$ cat src/rtl/regfile_sb_pkg.sv
// Shared definitions for the scoreboarded register file: address-width helper
// and the index of the optional hard-wired zero register.
package regfile_sb_pkg;

    localparam int ZERO_REG = 0;

    // Address width for n registers; never narrower than one bit.
    function automatic int addr_w(input int n);
        return (n > 1) ? $clog2(n) : 1;
    endfunction

endpackage

$ cat src/rtl/regfile_cell.sv
// One WIDTH-bit storage register with synchronous active-low clear and load enable.
module regfile_cell #(
    parameter int WIDTH = 16
) (
    input  logic             clk,
    input  logic             reset,
    input  logic             load,
    input  logic [WIDTH-1:0] d,
    output logic [WIDTH-1:0] q
);

    always_ff @(posedge clk) begin
        if (!reset) begin
            q <= '0;
        end else if (load) begin
            q <= d;
        end
    end

endmodule

$ cat src/rtl/regfile_sb.sv
// Parametrised register file with optional write-to-read bypass, optional zero
// register and a per-register busy scoreboard that stalls issue on RAW/WAW hazards.
module regfile_sb
    import regfile_sb_pkg::*;
#(
    parameter  int WIDTH   = 16,
    parameter  int NREGS   = 8,
    parameter  int BYPASS  = 1,
    parameter  int ZERO_R0 = 0,
    localparam int AW      = addr_w(NREGS)
) (
    input  logic             clk,
    input  logic             reset,
    input  logic [WIDTH-1:0] buss,
    input  logic [AW-1:0]    dr,
    input  logic             reg_we,
    input  logic [AW-1:0]    sr1,
    input  logic [AW-1:0]    sr2,
    input  logic             use_sr1,
    input  logic             use_sr2,
    input  logic             issue_valid,
    input  logic [AW-1:0]    issue_dr,
    output logic [WIDTH-1:0] ra,
    output logic [WIDTH-1:0] rb,
    output logic             stall,
    output logic             issue_ack,
    output logic [NREGS-1:0] busy
);

    localparam logic [AW-1:0] ZADDR = AW'(ZERO_REG);

    logic [WIDTH-1:0] regs [NREGS];
    logic [NREGS-1:0] eb;
    logic [NREGS-1:0] busy_nxt;

    for (genvar i = 0; i < NREGS; i++) begin : g_cell
        logic load;
        // The zero register never loads, so it stays at its reset value.
        assign load = reg_we && (dr == AW'(i)) && !((ZERO_R0 != 0) && (i == ZERO_REG));

        regfile_cell #(
            .WIDTH (WIDTH)
        ) u_cell (
            .clk   (clk),
            .reset (reset),
            .load  (load),
            .d     (buss),
            .q     (regs[i])
        );
    end

    always_comb begin
        ra = regs[sr1];
        if ((BYPASS != 0) && reg_we && (dr == sr1)) begin
            ra = buss;
        end
        if ((ZERO_R0 != 0) && (sr1 == ZADDR)) begin
            ra = '0;
        end

        rb = regs[sr2];
        if ((BYPASS != 0) && reg_we && (dr == sr2)) begin
            rb = buss;
        end
        if ((ZERO_R0 != 0) && (sr2 == ZADDR)) begin
            rb = '0;
        end
    end

    // A writeback landing this cycle only resolves the hazard when it is forwarded.
    always_comb begin
        eb = busy;
        for (int i = 0; i < NREGS; i++) begin
            if ((BYPASS != 0) && reg_we && (dr == AW'(i))) begin
                eb[i] = 1'b0;
            end
        end
    end

    always_comb begin
        stall = issue_valid &&
                ((use_sr1 && eb[sr1]) || (use_sr2 && eb[sr2]) || eb[issue_dr]);
        issue_ack = issue_valid && !stall;
    end

    // Set after clear so a new producer issued on the writeback edge stays outstanding.
    always_comb begin
        busy_nxt = busy;
        for (int i = 0; i < NREGS; i++) begin
            if (reg_we && (dr == AW'(i))) begin
                busy_nxt[i] = 1'b0;
            end
            if (issue_ack && (issue_dr == AW'(i)) &&
                !((ZERO_R0 != 0) && (i == ZERO_REG))) begin
                busy_nxt[i] = 1'b1;
            end
        end
    end

    always_ff @(posedge clk) begin
        if (!reset) begin
            busy <= '0;
        end else begin
            busy <= busy_nxt;
        end
    end

endmodule

$ cat config.mk
export PLATFORM = sky130hd
export DESIGN_NAME = regfile_sb
export DESIGN_NICKNAME = d
export VERILOG_FILES = /design/src/rtl/regfile_sb_pkg.sv /design/src/rtl/regfile_cell.sv /design/src/rtl/regfile_sb.sv
export SDC_FILE = /design/constraint.sdc
export NUM_CORES = 1
export LEC_CHECK = 0
export CAP_MARGIN = 10
export CORE_MARGIN = 2
export CORE_UTILIZATION = 55
export CTS_CLUSTER_DIAMETER = 100
export DETAILED_ROUTE_END_ITERATION = 12
export PLACE_DENSITY = 0.77
export SYNTH_ARGS = -nofsm -noshare
export SYNTH_HDL_FRONTEND = slang
export SYNTH_SLANG_ARGS = --single-unit
$ cat constraint.sdc
create_clock -name clk -period 2.55 [get_ports clk]
set_input_delay 0.3825 -clock clk [delete_from_list [all_inputs] [get_ports clk]]
set_output_delay 0.3825 -clock clk [all_outputs]
set_load 0.1 [all_outputs]
==> impl_metrics.env, run 1 <==
export IMPL_outcome="finished with violations"
export IMPL_failed_checks="setup timing"
export IMPL_clock_path_buffers=2
export IMPL_utilization_pct=75.62
export IMPL_antenna_found_initial=0
export IMPL_finClkSkew_ns=0.005264
export IMPL_syn_avg_cell_area_um2=8.889
export IMPL_cts_sinks=136
export IMPL_yosys_top_cells_area="dfxtp_1 (35%), mux4_2 (19%), nand2_1 (13%)"
export IMPL_gp_congestion=1.017
export IMPL_die_area_um2=15110
export IMPL_dp_hpwl_mm=15.96
export IMPL_numCtsBuffers=17
export IMPL_synth_area_um2=7777
export IMPL_vias=7335
export IMPL_yosysMostFrequentCell="nand2_1"
export IMPL_root_buffer="clkbuf_16"
export IMPL_cts_tree="built"
export IMPL_async_flop_share_pct=0
export IMPL_die_width_um=122.9
export IMPL_final_setup_worst_slack_ns=-0.005992
export IMPL_seq_power_share_pct=36.6
export IMPL_nets=982
export IMPL_final_setup_tns_ns=-0.005992
export IMPL_clk_pin_slew_ns=0.06
export IMPL_p_int_mw=4.235
export IMPL_htree_levels=4
export IMPL_synth_warnings=0
export IMPL_grt_pass1_vias=7457
export IMPL_worstPathArrival_ns=2.17
export IMPL_fp_dieH_um=122.9
export IMPL_grt_pass1_wl_mm=39.75
export IMPL_row_count=43
export IMPL_finalCriticalPeriod_ns=2.556
export IMPL_finalCritPeriodShare_pct=100.2
export IMPL_track_usage_pct=35.35
export IMPL_postCtsHoldBufs=0
export IMPL_crit_path_end_kind="primary output"
export IMPL_grt_max_degree=138
export IMPL_power_density_nw_per_um2=576.7
export IMPL_drv_cap=0
export IMPL_synthTopCellsByCount="nand2_1 (263), dfxtp_1 (136), a21boi_0 (128)"
export IMPL_finalWirelength_mm=25.38
export IMPL_crit_fanout=3
export IMPL_drtAntennaViolNets=0
export IMPL_overflow=0
export IMPL_cp_required_ns=2.17
export IMPL_drt_first_pass_iters=5
export IMPL_drc=0
export IMPL_leakagePower_nw=3.682
export IMPL_p_sw_share_pct=29.77
export IMPL_yosysSeqAreaShare_pct=35.01
export IMPL_num_io_pins=76
export IMPL_power_frac_clock_pct=42.7
export IMPL_synth_largest_area_cell="dfxtp_1"
export IMPL_antenna_cells=0
export IMPL_hp_class="reg -> reg"
export IMPL_ir_drop_v=0.0005361
export IMPL_syn_num_nets=909
export IMPL_synth_edff_count=0
export IMPL_tightest_slew_ns=0.5254
export IMPL_hold_viol_final=0
export IMPL_core_area_um2=13830
export IMPL_crit_type="in -> out"
export IMPL_syn_inst=875
export IMPL_start_kind="primary input"
export IMPL_synthToLayoutAreaGrowth_pct=34.44
export IMPL_power_frac_comb_pct=20.7
export IMPL_first_iter_violations=923
export IMPL_synth_top_cell_area_share_pct=35.01
export IMPL_fmax_ghz=0.3912
export IMPL_viasPerCell=6.429
export IMPL_report_final_slew_viol_count=0
export IMPL_port_buffers=75
export IMPL_rsz0062_at_grt="true"
export IMPL_drive_above_1_share_pct=28.41
export IMPL_setup_viol=1
export IMPL_synth_distinct_cells=46
export IMPL_synth_main_ff_cell="dfxtp_1"
export IMPL_start_util_pct=56.25
export IMPL_clk_latency_ns=0.43
export IMPL_switchingPower_mw=1.795
export IMPL_routedWlPerCell_um=22.24
export IMPL_ys_ff_latch=136
export IMPL_relSlewSlack_pct=64.97
-- final timing paths --
path | cells past startpoint | endpoint | start | slack (ns)
hold / removal | 2 | g_cell[7].u_cell.q[6] | g_cell[7].u_cell.q[6] | 0.47
hold reg to reg | 2 | g_cell[7].u_cell.q[6] | g_cell[7].u_cell.q[6] | 0.47
setup / recovery | 7 | issue_ack | dr[1] | -0.006
setup reg to reg | 6 | busy[4] | busy[1] | 0.80
-- per-stage QoR --
step / power (mW) / hold WS [ns] / std cells / worst slack [ns] / instance area (um2)
finish: 6.031 / 0.4749 / 1141 / -0.005992 / 10460
global route: 6.171 / 0.4962 / 1141 / -0.06785 / 10460
CTS: 6.014 / 0.4761 / 1141 / -0.01558 / 10420
detailed placement: 3.478 / 0.4680 / 1105 / -0.3524 / 9777
global placement: 3.453 / 0.4562 / 1105 / -0.3183 / 9777
floorplan: 3.024 / 0.4501 / 875 / -0.5094 / 8175
-- cell usage in the layout, fill, tap and decap left out, types with 3 or more instances in the layout --
| cell type | count |
|---|---|
| a21boi_0 | 128 |
| a21oi_4 | 32 |
| a32oi_1 | 4 |
| buf_12 | 49 |
| buf_2 | 7 |
| buf_4 | 63 |
| buf_6 | 3 |
| bufinv_16 | 3 |
| clkbuf_16 | 17 |
| clkdlybuf4s50_1 | 20 |
| clkinv_2 | 3 |
| clkinv_4 | 3 |
| dfxtp_1 | 129 |
| dfxtp_2 | 7 |
| dlymetal6s2s_1 | 4 |
| inv_1 | 6 |
| inv_6 | 3 |
| mux2i_1 | 32 |
| mux4_2 | 64 |
| nand2_1 | 263 |
| nand3_1 | 14 |
| nand4_1 | 4 |
| nand4b_1 | 3 |
| nand4bb_1 | 3 |
| nor2_1 | 31 |
| nor2_2 | 3 |
| nor2b_1 | 3 |
| nor3_1 | 3 |
| o21ai_0 | 8 |
| or3_1 | 3 |
| xnor2_1 | 6 |
-- critical path: stages --
cell,delay [ns]
buf_6,0.09
or4b_4,0.53
a311oi_2,0.28
a22oi_2,0.13
a22o_1,0.28
nor3b_4,0.26
buf_12,0.21
-- flip-flops by register name, summed over array words and instances (netlist names) --
name             cells
g_cell.u_cell.q    128
busy                 8
-- power groups by stage --
stage               Sequential, mW  Combinational, mW  Clock [mW]
global route                  2.21               1.29        2.67
floorplan                     2.26              0.760           0
finish                        2.21               1.25        2.58
CTS                           2.21               1.23        2.57
detailed placement            2.25               1.23           0
global placement              2.25               1.21           0
-- cell type report --
| cell class | count | area (um2) |
|---|---|---|
| Multi-Input combinational cell | 641 | 5092 |
| Clock buffer | 18 | 439.2 |
| Inverter | 6 | 22.52 |
| Clock inverter | 14 | 172.7 |
| Sequential cell | 136 | 2731 |
| Timing Repair Buffer | 146 | 1773 |
| Tap cell | 180 | 225.2 |
| Fill cell | 910 | 3371 |
-- routing by layer --
layer / wire [um] / GRT usage (%) / vias to the layer above / part of all wire (%)
met4: 1158 / 18.97 / 0 / 4.6
li1: - / - / 3223 / -
met3: 2502 / 8.764 / 107 / 9.9
met1: 9335 / 43.31 / 3545 / 37
met5: 0 / 0 / - / 0
met2: 12380 / 57.49 / 460 / 49
-- logic make-up (layout without fill, tap and decap cells) --
| family | Yosys count | in the layout | synth area share (%) |
|---|---|---|---|
| AOI/OAI and AO/OA | 193 | 193 | 17.66 |
| xor gates and xnor gates | 6 | 6 | 0.6757 |
| buffers and inverters | 98 | 184 | 5.228 |
| DFF | 136 | 136 | 35.01 |
| muxes | 96 | 96 | 22.65 |
| and+or+nand+nor | 346 | 346 | 18.77 |
-- repair_timing --
item                                    in CTS  in global routing
resized for setup                           19                 11
setup buffers                                4                  0
pin swaps                                    7                  4
endpoints found under the setup margin      33                 10
(Power assumes the default switching activity.)
==> run 2, diff against run 1 <==
- SETUP_SLACK_MARGIN: not set -> 0.1
==> impl_metrics.env, run 2 (synthesized netlist as in run 1, its figures left out) <==
export IMPL_outcome="completed"
export IMPL_start_kind="primary input"
export IMPL_report_final_slew_viol_count=0
export IMPL_antenna_found_initial=0
export IMPL_numCtsBuffers=17
export IMPL_grt_max_degree=51
export IMPL_hold_end="busy[7]"
export IMPL_row_count=43
export IMPL_r2r_end="busy[5]"
export IMPL_grt_pass1_wl_mm=38.23
export IMPL_finalCritPeriodShare_pct=96.37
export IMPL_power_density_nw_per_um2=578.2
export IMPL_final_cell_mix="nand2_1 (263), dfxtp_1 (129), a21boi_0 (128)"
export IMPL_drv_cap=0
export IMPL_ir_drop_v=0.0005128
export IMPL_cp_required_ns=2.17
export IMPL_min_delay_start="reset"
export IMPL_drt_first_pass_iters=5
export IMPL_core_area_um2=13830
export IMPL_antenna_cells=0
export IMPL_vias=7293
export IMPL_cts_sinks=136
export IMPL_drive_above_1_share_pct=28.48
export IMPL_synthToLayoutAreaGrowth_pct=34.68
export IMPL_top_register="g_cell.u_cell.q"
export IMPL_r2r_slack_ns=0.90
export IMPL_die_area_um2=15110
export IMPL_hold_viol_final=0
export IMPL_die_width_um=122.9
export IMPL_nets=983
export IMPL_hp_class="in -> reg"
export IMPL_finalPower_mw=6.056
export IMPL_overflow=0
export IMPL_rsz0062_at_grt="true"
export IMPL_top_regs="g_cell.u_cell.q (128), busy (8)"
export IMPL_tightest_slew_ns=0.4350
export IMPL_grt_pass1_vias=7323
export IMPL_final_common_cell="nand2_1"
export IMPL_reg2reg_from="busy[0]"
export IMPL_setup_viol=0
export IMPL_crit_type="in -> out"
export IMPL_clock_path_buffers=2
export IMPL_routedWlPerCell_um=21.67
export IMPL_drc=0
export IMPL_cts_tree="built"
export IMPL_finClkSkew_ns=0.0007582
export IMPL_reg2regPathDepth=6
export IMPL_crit_fanout=3
export IMPL_min_delay_path_depth=4
export IMPL_track_usage_pct=33.80
export IMPL_fill_cells=900
export IMPL_largest_register_ffs=128
export IMPL_fmax_ghz=0.4069
export IMPL_clk_latency_ns=0.41
export IMPL_relSlewSlack_pct=70.17
export IMPL_htree_levels=4
export IMPL_finalCriticalPeriod_ns=2.458
export IMPL_postCtsHoldBufs=0
export IMPL_gp_congestion=0.9811
export IMPL_dp_hpwl_mm=15.66
export IMPL_hold_worst_slack_ns=0.4368
export IMPL_viasPerCell=6.386
export IMPL_start_util_pct=56.25
export IMPL_leakagePower_nw=3.669
export IMPL_finalWirelength_mm=24.74
export IMPL_root_buffer="clkbuf_16"
export IMPL_final_setup_tns_ns=0
export IMPL_fp_dieH_um=122.9
export IMPL_num_io_pins=76
export IMPL_drtAntennaViolNets=0
export IMPL_crit_path_end_kind="primary output"
export IMPL_port_buffers=75
export IMPL_worstPathArrival_ns=2.08
export IMPL_clk_pin_slew_ns=0.06
export IMPL_first_iter_violations=646
[run 2: cell count changes in the layout (fill, tap and decap cells not counted), sizes merged]
| cell | previous run | this run |
|---|---|---|
| inv | 9 | 6 |
| buf | 122 | 121 |
| clkbuf | 18 | 21 |
| clkinv | 6 | 7 |
| dlygate4sd2 | 0 | 3 |
| bufinv | 3 | 4 |
| dlymetal6s2s | 4 | 1 |
[run 2: metal layers]
layer  up-vias  wire length [um]  GRT usage [%]
li1       3220                 -              -
met1      3547              9388          42.17
met2       399             11920          54.18
met3       127              2034          7.288
met4         0              1403          19.61
met5         -                 0              0
[run 2: critical path, stage by stage]
cell and delay, ns:
buf_6 0.09, or4b_4 0.53, a311oi_2 0.23, a22oi_2 0.13, a22o_4 0.28, nor3b_4 0.22
buf_12 0.20
[run 2: power by group]
| group | switching (mW) | total, mW | internal, mW |
|---|---|---|---|
| clock | 0.950 | 2.61 | 1.66 |
| sequential | 0.0358 | 2.21 | 2.17 |
| combinational | 0.749 | 1.24 | 0.493 |
| total | 1.74 | 6.06 | 4.32 |
[run 2: cell type report]
class	count	area [um2]	area share (%)
Clock buffer	19	442.9	4.228
Clock inverter	13	177.7	1.696
Inverter	6	22.52	0.2150
Multi-Input combinational cell	641	5112	48.81
Sequential cell	136	2731	26.08
Tap cell	180	225.2	2.150
Timing Repair Buffer	147	1763	16.83
[run 2: timing repair]
action                                  in CTS  in global routing
hold endpoints to repair                     0                  0
buffers inserted                             3                  2
cloned                                       0                  1
pin swaps                                   11                  4
gates resized for setup                     30                  7
endpoints found under the setup margin      34                 30
[run 2: how the worst max path moves through the flow]
| stage | start | slack, ns | cells past startpoint | endpoint |
|---|---|---|---|---|
| 2_1_floorplan | dr[0] | -0.51 | 8 | issue_ack |
| 3_3_place_gp | dr[0] | -0.33 | 7 | issue_ack |
| 3_5_place_dp | dr[0] | -0.35 | 8 | issue_ack |
| 4_1_cts | dr[2] | 0.06 | 7 | issue_ack |
| 5_1_grt | dr[2] | 0.02 | 7 | issue_ack |
| 6_report | dr[2] | 0.09 | 7 | issue_ack |
[run 2: through the flow]
step / setup slack (ns) / util, % / cell area, um2 / instances
floorplan: -0.5094 / - / 8183 / 875
global placement: -0.3299 / 70.38 / 9732 / 1104
detailed placement: -0.3470 / 70.38 / 9732 / 1104
CTS: 0.06478 / 75.24 / 10400 / 1139
global route: 0.01762 / 75.76 / 10480 / 1142
finish: 0.09246 / 75.76 / 10480 / 1142
==> RTL change 1 (config.mk and constraints of run 2) <==
The parameter `NREGS` goes from 8 to 16.
--- a/src/rtl/regfile_sb.sv
+++ b/src/rtl/regfile_sb.sv
@@ -4,7 +4,7 @@
     import regfile_sb_pkg::*;
 #(
     parameter  int WIDTH   = 16,
-    parameter  int NREGS   = 8,
+    parameter  int NREGS   = 16,
     parameter  int BYPASS  = 1,
     parameter  int ZERO_R0 = 0,
     localparam int AW      = addr_w(NREGS)
Interface: changed (5 resized); port bits go from 76 to 88. No check against the original RTL was run, so the function may have changed too.
==> RTL change 1 against run 2 <==
The run now ends with negative setup slack left. Clock power is 85% higher. Routed wire length increased by 110%. Largest power group unchanged. Combinational power increased by 15%. Highest routed layer unchanged. Cell count is 80% higher. Global-route usage grew 2.7 points. Count of clock-buffer cells in the layout up 18. Core utilization shrank 4.7 points. Sequential cell count increased by 136. Total power up 75%. First-iteration DRC count rose to 2.8 times the old value. Setup slack worse by 570 ps. Design area increased by 82%. Area after synthesis grew 93%.
==> RTL change 1: results (changes against run 2) <==
[cts]
numCtsBuffers = 29  ; +12
cts_setup_buffers = 11  ; +8
clock_latency_ps = 560  ; +150 ps

[setup_path]
arrival_ps = 2640  ; +560 ps
max_stage_delay_ps = 450  ; -80 ps
cp_top_family = multiplexers

[layout]
num-nets-final = 1728  ; +76%
num-fill-cells = 1875  ; +110%
reg_top3 = g_cell.u_cell.q (256), busy (16)
drive_above_1_share = 0.340  ; +0.0555
regArea_mm2 = 0.00555  ; +100%

[timing]
maxSlewHeadroom = 0.629  ; -0.0724
finClkSkew_ps = 7.13  ; +6.37 ps
setup_violations = 34  ; +34
fin_ws_ps = -475  ; -568 ps

[run_status]
status = finished, violations left
violations = negative setup slack

[synth]
synthTopCellsByCount = nand2_1 (532), dfxtp_1 (272), a21boi_0 (256), mux4_2 (169), clkbuf_1 (122)
syn_nets = 1579  ; +74%
synth-compound-area-share = 0.152  ; -0.0250
avgSynthCellArea_um2 = 9.76  ; +9.8%
synthTopCellsByArea = dfxtp_1 (36%), mux4_2 (25%), nand2_1 (13%), a21boi_0 (13%), clkbuf_1 (3.0%)
synth-xor-area-share = 0.00466  ; -0.00210

[pwr]
pwr-share-comb = 0.134  ; -0.071
p_int_w = 0.00790  ; +83%
p_leak_nw = 6.73  ; +84%
seq_cell_power_w = 0.00434  ; +96%
peakVddDrop_v = 0.000526  ; +2.6%

[place]
placed_cell_area_mm2 = 0.0176  ; +81%
post-place-ws_ps = -774  ; -427 ps
dp_hpwl_mm = 34.7  ; +120%
portBuffers = 87  ; +16%
place_inst = 1982  ; +80%
place_congestion = 0.896  ; -8.7%

[route]
drt_iter0_drc = 1801  ; +180%
wl_mm = 53.1  ; +110%
viasPerCell = 6.56  ; +2.8%
post_drt_wl_per_cell_um = 25.8  ; +19%

[global_route]
grt_max_degree = 124  ; +140%
grt_usage = 0.365  ; +0.0273
grt_pass1_vias = 13200  ; +80%

RTL change 1: layout make-up:
| class | count | share of cell area |
|---|---|---|
| sequential | 272 | 0.291 |
| timing repair buffer | 264 | 0.146 |
| tap | 341 | 0.0223 |
| multi-input combinational | 1109 | 0.481 |
| inverter | 14 | 0.00275 |
| clock inverter | 17 | 0.0143 |
| clock buffer | 37 | 0.0433 |
RTL change 1: routing by layer:
layer / share of wire / wire length [µm] / vias up / global-route usage
met5: 0 / 0 / - / 0
met4: 0.059 / 3120 / 0 / 0.188
met3: 0.11 / 5890 / 233 / 0.0681
met2: 0.46 / 24400 / 891 / 0.576
met1: 0.37 / 19600 / 6609 / 0.485
li1: - / - / 5749 / -
RTL change 1: final timing paths:
check	from	to	slack, ps	cells after the start
worst max register to register	busy[8]	busy[5]	190	8
worst min-delay path	reset	g_cell[12].u_cell.q[15]	200	2
worst min register to register	g_cell[14].u_cell.q[7]	g_cell[14].u_cell.q[7]	470	2
worst max-delay path	busy[8]	issue_ack	-480	8
==> RTL change 2 (settings of run 2) <==
Made on the original files. Reset style: asynchronous (`reset`), changed in 2 clocked blocks.
--- a/src/rtl/regfile_cell.sv
+++ b/src/rtl/regfile_cell.sv
@@ -9,7 +9,7 @@
     output logic [WIDTH-1:0] q
 );
 
-    always_ff @(posedge clk) begin
+    always_ff @(posedge clk or negedge reset) begin
         if (!reset) begin
             q <= '0;
         end else if (load) begin
--- a/src/rtl/regfile_sb.sv
+++ b/src/rtl/regfile_sb.sv
@@ -97,7 +97,7 @@
         end
     end
 
-    always_ff @(posedge clk) begin
+    always_ff @(posedge clk or negedge reset) begin
         if (!reset) begin
             busy <= '0;
         end else begin
Formal check against the unedited RTL: differs if reset is asserted again (counterexample within 4 cycles, from zero or initial values and one cycle with reset low); with reset held inactive, the same outputs for 4 cycles.
==> RTL change 2 against run 2 <==
Routed wire length shrank 14%. Cell count shrank 21%. Sequential cell count is the same. First-iteration DRC count shrank 17%. Design area grew 2.7%. Setup slack lost 83 ps. Area after synthesis shrank 0.98%. Critical endpoint unchanged. Highest routed layer unchanged.
Power is not compared: it rests on default switching activity, and its combinational part moved more than twofold at a synthesized area within 25%.
==> RTL change 2: results (changes against run 2) <==
[run_status]
status = complete, no violations

[setup_path]
max_stage_delay_ps = 330  ; -200 ps
cp_max_fo = 5  ; +2
reg2regPathDepth = 5  ; -1
worstReg2RegEnd = busy[1]
cp_slowest_cell = o41ai_4
arrival_ps = 2160  ; +80 ps
worstReg2RegStart = busy[6]
r2r_setup_slack_ps = 680  ; -220 ps
endpoint_kind = output port
crit_start = dr[1]

[cts]
clk_pin_slew_worst_paths_ps = 60  ; about the same
root_buffer = clkbuf_16

[route]
wl_met3_mm = 1.14  ; -44%
viasPerCell = 6.37  ; -0.19%
wl_mm = 21.4  ; -14%
drt_iter0_drc = 533  ; -17%
wl_met2_mm = 11.1  ; -7.0%
met1_length_mm = 8.67  ; -7.7%
highest_layer = met4

[synth]
synth_cell_types = 41  ; -11%
synthTopCellsByArea = dfrtp_1 (44%), mux4_2 (19%), mux2_2 (16%), mux2i_1 (4.3%), nand2_1 (2.9%)
synth-xor-area-share = 0.00682  ; +0.0000670
synth-main-ff-cell = dfrtp_1
synthTopCellsByCount = dfrtp_1 (136), mux2_2 (112), mux4_2 (65), nand2_1 (59), clkbuf_1 (37)
synth-compound-area-share = 0.0470  ; -0.130
synth_mux_area_frac = 0.397  ; +0.170
async_flop_share = 1.00  ; +1.00
syn_nets = 625  ; -31%
synth-seq-area-share = 0.442  ; +0.0919
yosys.area_share.adder = 0  ; unchanged

[layout]
drive_above_1_share = 0.567  ; +0.283
num-nets-final = 740  ; -25%
antenna_cells = 0  ; unchanged

[place]
dp_hpwl_mm = 13.1  ; -17%
post-place-ws_ps = -319  ; +27.8 ps
place_congestion = 0.891  ; -9.2%

[global_route]
grt_util_met2 = 0.506  ; -0.0362
antenna_found_initial = 0  ; unchanged
grt_usage = 0.300  ; -0.0376
grt_pass1_vias = 6075  ; -17%
grt_max_degree = 56  ; +9.8%
grtUsageMet1 = 0.394  ; -0.0273
grt_pass1_wl_mm = 33.4  ; -13%
met3_usage = 0.0627  ; -0.0101

[worst_hold_path]
min_path_cells = 2  ; -2
min_path_type = flip-flop to flip-flop

[pwr]
p_sw_frac = 0.368

[timing]
worst_pin_slew_ps = 624  ; +189 ps
finClkSkew_ps = 2.78  ; +2.02 ps
fin_ws_ps = 9.58  ; -82.9 ps

## RTL change 2: changes by cell type in the layout (fill, tap and decap cells not counted), moves of 10 or more
cell,before,now
dfrtp_1,0,128
nand2_1,263,57
a21boi_0,128,0
nand3_1,14,4
mux2_2,0,112
dfxtp_1,129,0
## RTL change 2: cell type report
cell class | count | area [µm²]
repair buffers | 156 | 1860
multi-input cells | 393 | 4620
fillers | 773 | 3020
inverters | 2 | 7.51
clock buffers | 25 | 495
well taps | 180 | 225
flip-flops and latches | 136 | 3410
clock inverters | 7 | 139
## RTL change 2: worst min path at each step
stage               slack [ps]                    from                endpoint
global route               530  g_cell[4].u_cell.q[11]  g_cell[4].u_cell.q[11]
finish                     500  g_cell[4].u_cell.q[11]  g_cell[4].u_cell.q[11]
CTS                        500  g_cell[4].u_cell.q[11]  g_cell[4].u_cell.q[11]
detailed placement         430                   reset   g_cell[3].u_cell.q[1]
floorplan                   90                   reset                 busy[0]
global placement           420                   reset   g_cell[1].u_cell.q[1]
## RTL change 2: metrics by stage
step	hold slack [ps]	instances	instance area (µm²)	utilization	TNS, ps
CTS	501	890	10600	0.771	0
floorplan	86.9	591	8140	-	-391
detailed placement	434	844	9760	0.709	-2640
global placement	424	844	9760	0.709	-1250
finish	497	899	10800	0.781	0
global route	528	899	10800	0.781	-36.0
## RTL change 2: what timing repair did
item / in CTS / in global routing
gates resized for setup: 38 / 18
setup buffers: 9 / 9
pin swaps: 13 / 11
gates cloned: 4 / 0
setup endpoints to repair: 34 / 18
endpoints found under the hold margin: 6 / 0
hold buffers: 1 / 0
## RTL change 2: worst register-to-register path: cells and delay by family, from the launching register on
family                 cells  cell delay (ps)
and+or+nand+nor            1              200
AOI/OAI and AO/OA          3              900
DFF                        1              450
buffers and inverters      1              210
